$ cat src/rtl/gpio_bus_pkg.sv
// ============================================================================
// Module      : gpio_bus_pkg
// Description : Shared opcodes, FSM encoding and register map for the GPIO
//               peripheral bus master.
// Revision    : 1.0 - initial release
// ============================================================================
`default_nettype none

package gpio_bus_pkg;

   typedef enum logic [1:0] {
      OP_READ    = 2'b00,
      OP_WRITE   = 2'b01,
      OP_POLL    = 2'b10,
      OP_ILLEGAL = 2'b11
   } op_t;

   typedef enum logic [2:0] {
      ST_IDLE   = 3'd0,
      ST_SETUP  = 3'd1,
      ST_STROBE = 3'd2,
      ST_HOLD   = 3'd3,
      ST_RESP   = 3'd4
   } state_t;

   // Peripheral register map and the ready/done flag inside the status word
   localparam logic [15:0] c_addr_data   = 16'h1094;
   localparam logic [15:0] c_addr_dir    = 16'h1098;
   localparam logic [15:0] c_addr_status = 16'h109c;
   localparam int          c_status_bit  = 3;

   function automatic logic is_bus_phase(input state_t s);
      return (s == ST_SETUP) || (s == ST_STROBE) || (s == ST_HOLD);
   endfunction

endpackage

`default_nettype wire

$ cat src/rtl/gpio_bus_timer.sv
// ============================================================================
// Module      : gpio_bus_timer
// Description : Countdown for the SETUP/STROBE/HOLD phases of one bus cycle;
//               o_last flags the final cycle of the current phase.
// Revision    : 1.0 - initial release
// ============================================================================
`default_nettype none

module gpio_bus_timer
   import gpio_bus_pkg::*;
#(
   parameter int SETUP_CYC  = 1,
   parameter int STROBE_CYC = 2,
   parameter int HOLD_CYC   = 1
) (
   input  logic   clk,
   input  logic   n_reset,
   input  logic   i_load,
   input  state_t i_phase,
   output logic   o_last
);

   logic [3:0] r_cnt;
   logic [3:0] w_load_val;

   // Loaded with length-1 so that a count of zero marks the phase's last cycle
   always_comb begin
      w_load_val = 4'd0;
      case (i_phase)
         ST_SETUP:  w_load_val = 4'(SETUP_CYC - 1);
         ST_STROBE: w_load_val = 4'(STROBE_CYC - 1);
         ST_HOLD:   w_load_val = 4'(HOLD_CYC - 1);
         default:   w_load_val = 4'd0;
      endcase
   end

   always_ff @(posedge clk) begin
      if (!n_reset) begin
         r_cnt <= 4'd0;
      end else if (i_load) begin
         r_cnt <= w_load_val;
      end else if (r_cnt != 4'd0) begin
         r_cnt <= r_cnt - 4'd1;
      end
   end

   assign o_last = (r_cnt == 4'd0);

endmodule

`default_nettype wire

$ cat src/rtl/gpio_bus_master.sv
// ============================================================================
// Module      : gpio_bus_master
// Description : Turns read/write/poll commands into timed srd/swr strobe
//               cycles on a simple peripheral register bus.
// Revision    : 1.0 - initial release
// ============================================================================
`default_nettype none

module gpio_bus_master
   import gpio_bus_pkg::*;
#(
   parameter int SETUP_CYC  = 1,
   parameter int STROBE_CYC = 2,
   parameter int HOLD_CYC   = 1,
   parameter int POLL_MAX   = 255
) (
   input  logic        clk,
   input  logic        n_reset,
   input  logic        cmd_valid,
   output logic        cmd_ready,
   input  logic [1:0]  cmd_op,
   input  logic [15:0] cmd_addr,
   input  logic [31:0] cmd_wdata,
   output logic        rsp_valid,
   output logic [31:0] rsp_data,
   output logic        rsp_err,
   output logic [15:0] saddress,
   output logic        srd,
   output logic        swr,
   output logic [31:0] sdata_wr,
   input  logic [31:0] sdata_rd,
   output logic        busy
);

   localparam int c_pcw = $clog2(POLL_MAX + 1);

   state_t             r_state;
   state_t             w_state_nxt;
   op_t                r_op;
   logic [15:0]        r_addr;
   logic [31:0]        r_wdata;
   logic [31:0]        r_rd_data;
   logic [c_pcw-1:0]   r_poll_cnt;
   logic [31:0]        r_rsp_data;
   logic               r_rsp_err;

   logic               w_accept;
   logic               w_last;
   logic               w_tmr_load;
   logic               w_capture;
   logic               w_hit;
   logic               w_timeout;
   logic               w_in_bus;
   logic               w_rsp_load;
   logic [31:0]        w_rsp_data_nxt;
   logic               w_rsp_err_nxt;

   assign cmd_ready = (r_state == ST_IDLE) && n_reset;
   assign w_accept  = cmd_valid && cmd_ready;
   assign w_in_bus  = is_bus_phase(r_state);
   assign w_capture = (r_state == ST_STROBE) && w_last && (r_op != OP_WRITE);
   assign w_hit     = r_rd_data[r_wdata[4:0]];
   assign w_timeout = (r_poll_cnt == c_pcw'(POLL_MAX));

   gpio_bus_timer #(
      .SETUP_CYC  (SETUP_CYC),
      .STROBE_CYC (STROBE_CYC),
      .HOLD_CYC   (HOLD_CYC)
   ) u_timer (
      .clk     (clk),
      .n_reset (n_reset),
      .i_load  (w_tmr_load),
      .i_phase (w_state_nxt),
      .o_last  (w_last)
   );

   always_ff @(posedge clk) begin
      if (!n_reset) begin
         r_state <= ST_IDLE;
      end else begin
         r_state <= w_state_nxt;
      end
   end

   // Next state plus the response word that is committed on entry to RESP
   always_comb begin
      w_state_nxt    = r_state;
      w_rsp_load     = 1'b0;
      w_rsp_data_nxt = 32'd0;
      w_rsp_err_nxt  = 1'b0;
      case (r_state)
         ST_IDLE: begin
            if (w_accept) begin
               if (op_t'(cmd_op) == OP_ILLEGAL) begin
                  w_state_nxt   = ST_RESP;
                  w_rsp_load    = 1'b1;
                  w_rsp_err_nxt = 1'b1;
               end else begin
                  w_state_nxt = ST_SETUP;
               end
            end
         end
         ST_SETUP: begin
            if (w_last) w_state_nxt = ST_STROBE;
         end
         ST_STROBE: begin
            if (w_last) w_state_nxt = ST_HOLD;
         end
         ST_HOLD: begin
            if (w_last) begin
               if ((r_op == OP_POLL) && !w_hit && !w_timeout) begin
                  w_state_nxt = ST_SETUP;
               end else begin
                  w_state_nxt    = ST_RESP;
                  w_rsp_load     = 1'b1;
                  w_rsp_data_nxt = (r_op == OP_WRITE) ? 32'd0 : r_rd_data;
                  w_rsp_err_nxt  = (r_op == OP_POLL) && !w_hit;
               end
            end
         end
         ST_RESP: begin
            w_state_nxt = ST_IDLE;
         end
         default: begin
            w_state_nxt = ST_IDLE;
         end
      endcase
   end

   assign w_tmr_load = (w_state_nxt != r_state) && is_bus_phase(w_state_nxt);

   always_ff @(posedge clk) begin
      if (!n_reset) begin
         r_op       <= OP_READ;
         r_addr     <= 16'd0;
         r_wdata    <= 32'd0;
         r_rd_data  <= 32'd0;
         r_poll_cnt <= '0;
         r_rsp_data <= 32'd0;
         r_rsp_err  <= 1'b0;
      end else begin
         if (w_accept) begin
            r_op       <= op_t'(cmd_op);
            r_addr     <= cmd_addr;
            r_wdata    <= cmd_wdata;
            r_poll_cnt <= '0;
         end
         if (w_capture) begin
            r_rd_data <= sdata_rd;
            if (r_op == OP_POLL) r_poll_cnt <= r_poll_cnt + 1'b1;
         end
         if (w_rsp_load) begin
            r_rsp_data <= w_rsp_data_nxt;
            r_rsp_err  <= w_rsp_err_nxt;
         end
      end
   end

   assign busy      = (r_state != ST_IDLE);
   assign rsp_valid = (r_state == ST_RESP);
   assign rsp_data  = r_rsp_data;
   assign rsp_err   = r_rsp_err;
   assign srd       = (r_state == ST_STROBE) && (r_op != OP_WRITE);
   assign swr       = (r_state == ST_STROBE) && (r_op == OP_WRITE);
   assign saddress  = w_in_bus ? r_addr : 16'd0;
   assign sdata_wr  = (w_in_bus && (r_op == OP_WRITE)) ? r_wdata : 32'd0;

endmodule

`default_nettype wire
$ cat config.mk
export PLATFORM = sky130hd
export DESIGN_NAME = gpio_bus_master
export DESIGN_NICKNAME = d
export VERILOG_FILES = /design/src/rtl/gpio_bus_pkg.sv /design/src/rtl/gpio_bus_timer.sv /design/src/rtl/gpio_bus_master.sv
export SDC_FILE = /design/constraint.sdc
export NUM_CORES = 1
export LEC_CHECK = 0
export BUFFER_PORTS_ARGS = -buffer_cell sky130_fd_sc_hd__buf_2
export CORE_ASPECT_RATIO = 0.6
export CORE_MARGIN = 2
export CORE_UTILIZATION = 52
export CTS_CLUSTER_DIAMETER = 120
export DETAILED_ROUTE_END_ITERATION = 6
export GPL_ROUTABILITY_DRIVEN = 0
export MAX_ROUTING_LAYER = met4
export PLACE_DENSITY = 0.83
export SYNTH_ARGS = -nofsm -noshare
export SYNTH_HDL_FRONTEND = slang
export SYNTH_SLANG_ARGS = --single-unit
$ cat constraint.sdc
create_clock -name clk -period 2.65 [get_ports clk]
set_input_delay 0.1325 -clock clk [delete_from_list [all_inputs] [get_ports clk]]
set_output_delay 0.1325 -clock clk [all_outputs]
set_load 0.02 [all_outputs]
==> impl_metrics.csv, run 1 <==
group,metric,value,unit
die,floorplan.initialDensity,53.9,%
pwr,static-leakage-power,0.00362,uW
timing,final_hold_viol_count,0,
drt,post-route-drc-count,0,
setup_path,critical-path-top-delay-family,"simple AND/OR/NAND/NOR gates",
job,maxCapViolCount,0,
synth,mappedNetlistArea,5750,sq um
global_route,global_route_wire_length_before_repair,28.6,mm
timing,timing.final.crit_period,2.54,ns
synth,synth_enable_flop_cells,0,
global_route,grt_pass1_vias,5761,
finish,layout.nets,1022,
clock_tree,cts_root_buffer,"clkbuf_16",
synth,post-synth-top-area-fraction,45.3,%
status,outcome,"complete, no violations",
setup_path,critPathSlowestCell,"and3_1",
clock_tree,clock_sink_count,130,
synth,synth_flop_cell,"dfxtp_1",
min_path,path_class_of_the_lowest_slack_min_delay_path,"input pin to flip-flop",
place,port_buffers,170,
timing,fmax,394,MHz
drt,detail-route-antenna-nets,0,
drt,post_detailed_route_wirelength_per_cell,16.6,um
finish,drive_gt1_share,27.1,%
clock_tree,post_cts.repair.setup_buffers,0,
setup_path,worst_ep_required_time,2.94,ns
finish,layout.cells.non_filler,1085,
synth,synth.avg_cell_area,8.20,sq um
global_route,grt_max_degree,54,
global_route,grt-ovfl-total,0,
place,numPlacedInstances,975,
timing,fin_skew,0.00904,ns
clock_tree,clock_tree.buffer_depth,2,
drt,vias_per_cell,5.42,
setup_path,cp_num_buf_inv,0,
setup_path,worst-path-max-fanout,32,
global_route,gr-usage-all-layers,31.3,%
synth,synthArstFlopShare,0,%
die,fp.dieW,140,um
synth,synthDistinctLibCells,51,
clock_tree,cts_max_level,4,
drt,routed_wirelength,18.0,mm
synth,yosysWarnings,0,
timing,post-route-period-util,95.8,%
pwr,vdd_drop_max,0.588,mV
die,core-area,10700,sq um
drt,drt_pass1_iterations,5,
synth,synth-seq-area-share,45.3,%
place,place.detailed.hpwl,10.7,mm
setup_path,reg2reg_setup_slack,0.11,ns
timing,drv_slew,0,
timing,slew_headroom,27.7,%
timing,fin_tns_setup,0,ns
die,row_count,29,
drt,detail_route.iter0.violations,439,
global_route,antenna_found_initial,0,
clock_tree,clkTransAtPathRegs,0.06,ns
timing,rsz0062_at_grt,"false",
setup_path,critPathCaptureType,"flip-flop",
synth,yosys-top-cells-area,"dfxtp_1 (45%), nand2_1 (12%), and2_1 (5.4%)",
setup_path,setup.worst_path.class,"flip-flop to flip-flop",
setup_path,timing.critical_path.cells,"nor4b_2, nand3_1, and3_1, o21ai_0, o21ai_2",
clock_tree,cts_tree,"built",
clock_tree,cts_buffers,17,
timing,max_slew.worst_pin.slew,1.08,ns
timing,setup-violations-final,0,
drt,detailroute.via_count,5885,
setup_path,cp-start-kind,"flip-flop",
die,io-pin-count,171,
finish,insertedDiodeCount,0,
synth,yosys.area.top_type,"dfxtp_1",
pwr,p_per_area,726,nW/um^2
die,design.die.area,11900,sq um
synth,ys_seq_elements,130,
die,fp.dieH,85.5,um
clock_tree,insertion_delay,0.42,ns
setup_path,worst-endpoint-arrival,2.83,ns
synth,syn-num-nets,789,
setup_path,critical-path-max-stage-delay,0.58,ns
synth,synthesis.instances,701,
finish,syn_to_final_growth,40.4,%
cell usage in the layout, fill, tap and decap left out, drive strengths merged, types with 8 or more instances in the layout:
cell	instances
dfxtp	130
nor2	12
and2	50
o21ai	76
clkbuf	17
dlygate4sd3	79
clkinv	8
inv	39
buf	183
a21oi	13
nand2	181
nand3	51
a21boi	27
worst min-delay path: stages:
cell	delay, ns
buf_2	0.10
nand2_1	0.05
a21boi_0	0.09
metal layers:
layer / share of wire [%] / global-route usage [%]
met5: 0 / -
met3: 7.6 / 6.66
met2: 46 / 49.2
met1: 43 / 38.0
met4: 4.0 / 16.7
logic make-up (layout without fill, tap and decap cells):
kind of cell	after synthesis	in the layout	synth area share [%]
XOR/XNOR	4	4	0.609
AO/OA/AOI/OAI	130	130	15.6
flip-flops	130	130	45.3
buffers and inverters	87	332	6.44
adder cells (fa/ha/maj)	3	3	0.653
multiplexers	12	12	3.48
AND/OR/NAND/NOR	335	335	27.9
cell usage after synthesis, types with 3 or more instances:
cell and number:
buf_6 4, nand2b_1 4, clkbuf_1 31, and3_1 3
and2_1 50, ha_1 3, dfxtp_1 130, a21oi_1 13
nor3_1 6, clkbuf_2 3, mux4_1 4, nand3_1 50
inv_1 39, or3_1 4, nor4_1 3, o21ai_2 30
nand4_1 5, nand2_1 181, xor2_1 3, nor2b_1 5
nor2_1 12, o2111ai_1 3, buf_2 8, mux2i_1 5
a21boi_0 27, o21ai_0 46
final timing paths:
check | startpoint | end | depth (start not counted)
setup / recovery | r_state[2]$_SDFF_PN0_ | rsp_data[30]$_SDFFE_PN0P_ | 5
setup reg to reg | r_state[2]$_SDFF_PN0_ | rsp_data[30]$_SDFFE_PN0P_ | 5
hold / removal | sdata_rd[7] | r_rd_data[7]$_SDFFE_PN0P_ | 3
hold reg to reg | r_addr[6]$_SDFFE_PN0P_ | r_addr[6]$_SDFFE_PN0P_ | 2
what timing repair did:
| item | 4_1_cts | 5_1_grt |
|---|---|---|
| hold endpoints to repair | 79 | 0 |
| hold buffers | 79 | 0 |
| resized for setup | 0 | 1 |
| endpoints found under the setup margin | 0 | 3 |
sequential cells by signal, indices dropped and copies added, names as in the netlist:
signal         count
r_op               2
r_poll_cnt         8
r_rd_data         32
rsp_data          32
r_state            3
r_addr            16
rsp_err            1
u_timer.r_cnt      4
r_wdata           32
final cells by class:
type	count	area, sq um
clock buffers	17	425
inverters	39	146
fillers	746	2590
clock inverters	14	190
multi-input cells	484	2780
well taps	139	174
flip-flops and latches	130	2600
repair buffers	262	1750
where the power goes:
part | total [uW] | leakage (uW) | switching (uW) | internal (uW)
Sequential | 2300 | 0.00106 | 162 | 2140
Clock | 2460 | 0.000298 | 900 | 1570
Combinational | 1090 | 0.00226 | 642 | 451
through the flow:
stage	area (sq um)	power [uW]	hold slack (ns)	utilization (%)	worst slack, ns
3_5_place_dp	6670	3300	0.318	62.5	0.202
3_3_place_gp	6670	3260	0.315	62.5	0.292
4_1_cts	8070	5820	0.00192	75.7	0.160
5_1_grt	8070	6070	0.0214	75.7	0.00807
2_1_floorplan	5750	2970	0.231	-	0.472
6_report	8070	5860	0.0104	75.7	0.111
(Power assumes the default switching activity.)
==> inputs of run 2 (changes only) <==
--- a/config.mk
+++ b/config.mk
@@ -8,12 +8,13 @@
 export BUFFER_PORTS_ARGS = -buffer_cell sky130_fd_sc_hd__buf_2
 export CORE_ASPECT_RATIO = 0.6
 export CORE_MARGIN = 2
-export CORE_UTILIZATION = 52
+export CORE_UTILIZATION = 30
 export CTS_CLUSTER_DIAMETER = 120
+export CTS_CLUSTER_SIZE = 40
 export DETAILED_ROUTE_END_ITERATION = 6
 export GPL_ROUTABILITY_DRIVEN = 0
 export MAX_ROUTING_LAYER = met4
-export PLACE_DENSITY = 0.83
+export PLACE_DENSITY = 0.54
 export SYNTH_ARGS = -nofsm -noshare
 export SYNTH_HDL_FRONTEND = slang
 export SYNTH_SLANG_ARGS = --single-unit
==> impl_metrics.csv, run 2 (synthesis results as in run 1) <==
group,metric,value,unit
status,outcome,"complete, no violations",
timing,setup_slack,0.202,ns
clock_tree,cts_max_level,4,
clock_tree,cts_root_buffer,"clkbuf_16",
place,dpl_worst_slack,0.198,ns
clock_tree,clkTransAtPathRegs,0.06,ns
timing,fin_tns_setup,0,ns
finish,layout_commonest_cell,"nand2_1",
clock_tree,cts_buffers,17,
pwr,clock_power_share,40.2,%
setup_path,critPathCaptureType,"flip-flop",
die,core-area,18900,sq um
min_path,path_class_of_the_lowest_slack_min_delay_path,"input pin to flip-flop",
drt,post-route-drc-count,0,
pwr,static-leakage-power,0.00363,uW
finish,layout.cell_area.non_filler,8230,sq um
setup_path,reg2reg_setup_slack,0.20,ns
drt,routed_wirelength,17.6,mm
timing,fmax,409,MHz
setup_path,cp-start-kind,"flip-flop",
pwr,switching_share,30.2,%
timing,final_hold_viol_count,0,
setup_path,worst_ep_required_time,2.93,ns
finish,syn_to_final_growth,43.2,%
finish,final_core_utilization,43.6,%
pwr,internal_power,3960,uW
place,placedInstanceArea,6840,sq um
drt,detail_route.iter0.violations,336,
die,fp.dieH,111,um
timing,fin_hold_ws,0.0325,ns
setup_path,worst-path-max-fanout,32,
global_route,antenna_found_initial,0,
clock_tree,post_cts.repair.setup_buffers,0,
pwr,p_per_area,690,nW/um^2
drt,detailroute.via_count,5494,
setup_path,setup.worst_path.class,"flip-flop to flip-flop",
drt,drt_pass1_iterations,5,
pwr,p_sw,1720,uW
timing,fin_skew,0.0160,ns
finish,layout.nets,1029,
global_route,gr-usage-all-layers,18.2,%
global_route,global_route_wire_length_before_repair,28.2,mm
die,fp.dieW,183,um
clock_tree,insertion_delay,0.42,ns
clock_tree,cts_tree,"built",
global_route,grt_pass1_vias,5352,
finish,layout_common_cells,"nand2_1 (180), buf_2 (170), dfxtp_1 (130)",
pwr,power_frac_seq,40.4,%
die,row_count,39,
drt,detail-route-antenna-nets,0,
place,place.detailed.hpwl,12.2,mm
place,port_buffers,170,
drt,vias_per_cell,4.58,
clock_tree,clock_tree.buffer_depth,2,
drt,post_detailed_route_wirelength_per_cell,14.7,um
timing,post-route-period-util,92.4,%
timing,rsz0062_at_grt,"false",
timing,max_slew.worst_pin.slew,1.14,ns
finish,drive_gt1_share,27.5,%
pwr,p_comb_share,19.4,%
global_route,grt-ovfl-total,0,
clock_tree,clock_sink_count,130,
die,design.die.area,20300,sq um
pwr,vdd_drop_max,0.429,mV
timing,drv_slew,0,
job,maxCapViolCount,0,
global_route,grt_max_degree,48,
timing,slew_headroom,23.9,%
timing,timing.final.crit_period,2.45,ns
setup_path,worst-endpoint-arrival,2.73,ns
timing,setup-violations-final,0,
finish,insertedDiodeCount,0,
die,io-pin-count,171,
die,floorplan.initialDensity,30.4,%
-- run 2: cell type report --
cell class,count,area [sq um]
well taps,246,308
fillers,1908,10700
clock buffers,20,457
flip-flops and latches,130,2600
repair buffers,269,1810
multi-input cells,484,2790
inverters,39,146
clock inverters,12,123
-- run 2: critical path: stages (launching register included) --
cell and delay [ns]:
dfxtp_1 0.51, mux4_1 0.60, a32oi_1 0.18, o41ai_1 0.12, nand4bb_4 0.28, o2111ai_4 0.23, buf_12 0.28, o21ai_0 0.12
-- run 2: layer usage --
layer | vias to the layer above | part of all wire [%] | global-route usage [%]
met5 | - | 0 | -
met4 | 0 | 1.1 | 4.62
met3 | 18 | 5.3 | 4.40
met2 | 147 | 40 | 24.1
met1 | 2524 | 54 | 27.1
li1 | 2805 | - | -
-- run 2: through the flow --
stage	power (uW)	std cells
floorplan	2970	701
global placement	3330	1087
detailed placement	3340	1087
CTS	5750	1200
global route	6000	1200
finish	5680	1200
-- run 2: worst paths after layout --
kind | start | to | cells past startpoint
max | r_wdata[1]$_SDFFE_PN0P_ | rsp_data[31]$_SDFFE_PN0P_ | 7
max reg2reg | r_wdata[1]$_SDFFE_PN0P_ | rsp_data[31]$_SDFFE_PN0P_ | 7
min reg2reg | r_wdata[31]$_SDFFE_PN0P_ | r_wdata[31]$_SDFFE_PN0P_ | 2
min | sdata_rd[7] | r_rd_data[7]$_SDFFE_PN0P_ | 3
-- run 2: power groups by stage --
stage / Sequential, uW / Clock, uW / Combinational (uW)
global placement: 2330 / 0 / 1000
global route: 2320 / 2440 / 1240
detailed placement: 2330 / 0 / 1010
CTS: 2290 / 2350 / 1100
floorplan: 2260 / 0 / 712
finish: 2290 / 2290 / 1100
-- run 2: repair_timing --
| action | CTS | global route |
|---|---|---|
| setup endpoints to repair | 0 | 3 |
| hold buffers | 81 | 0 |
| endpoints found under the hold margin | 81 | 0 |
| resized for setup | 0 | 1 |
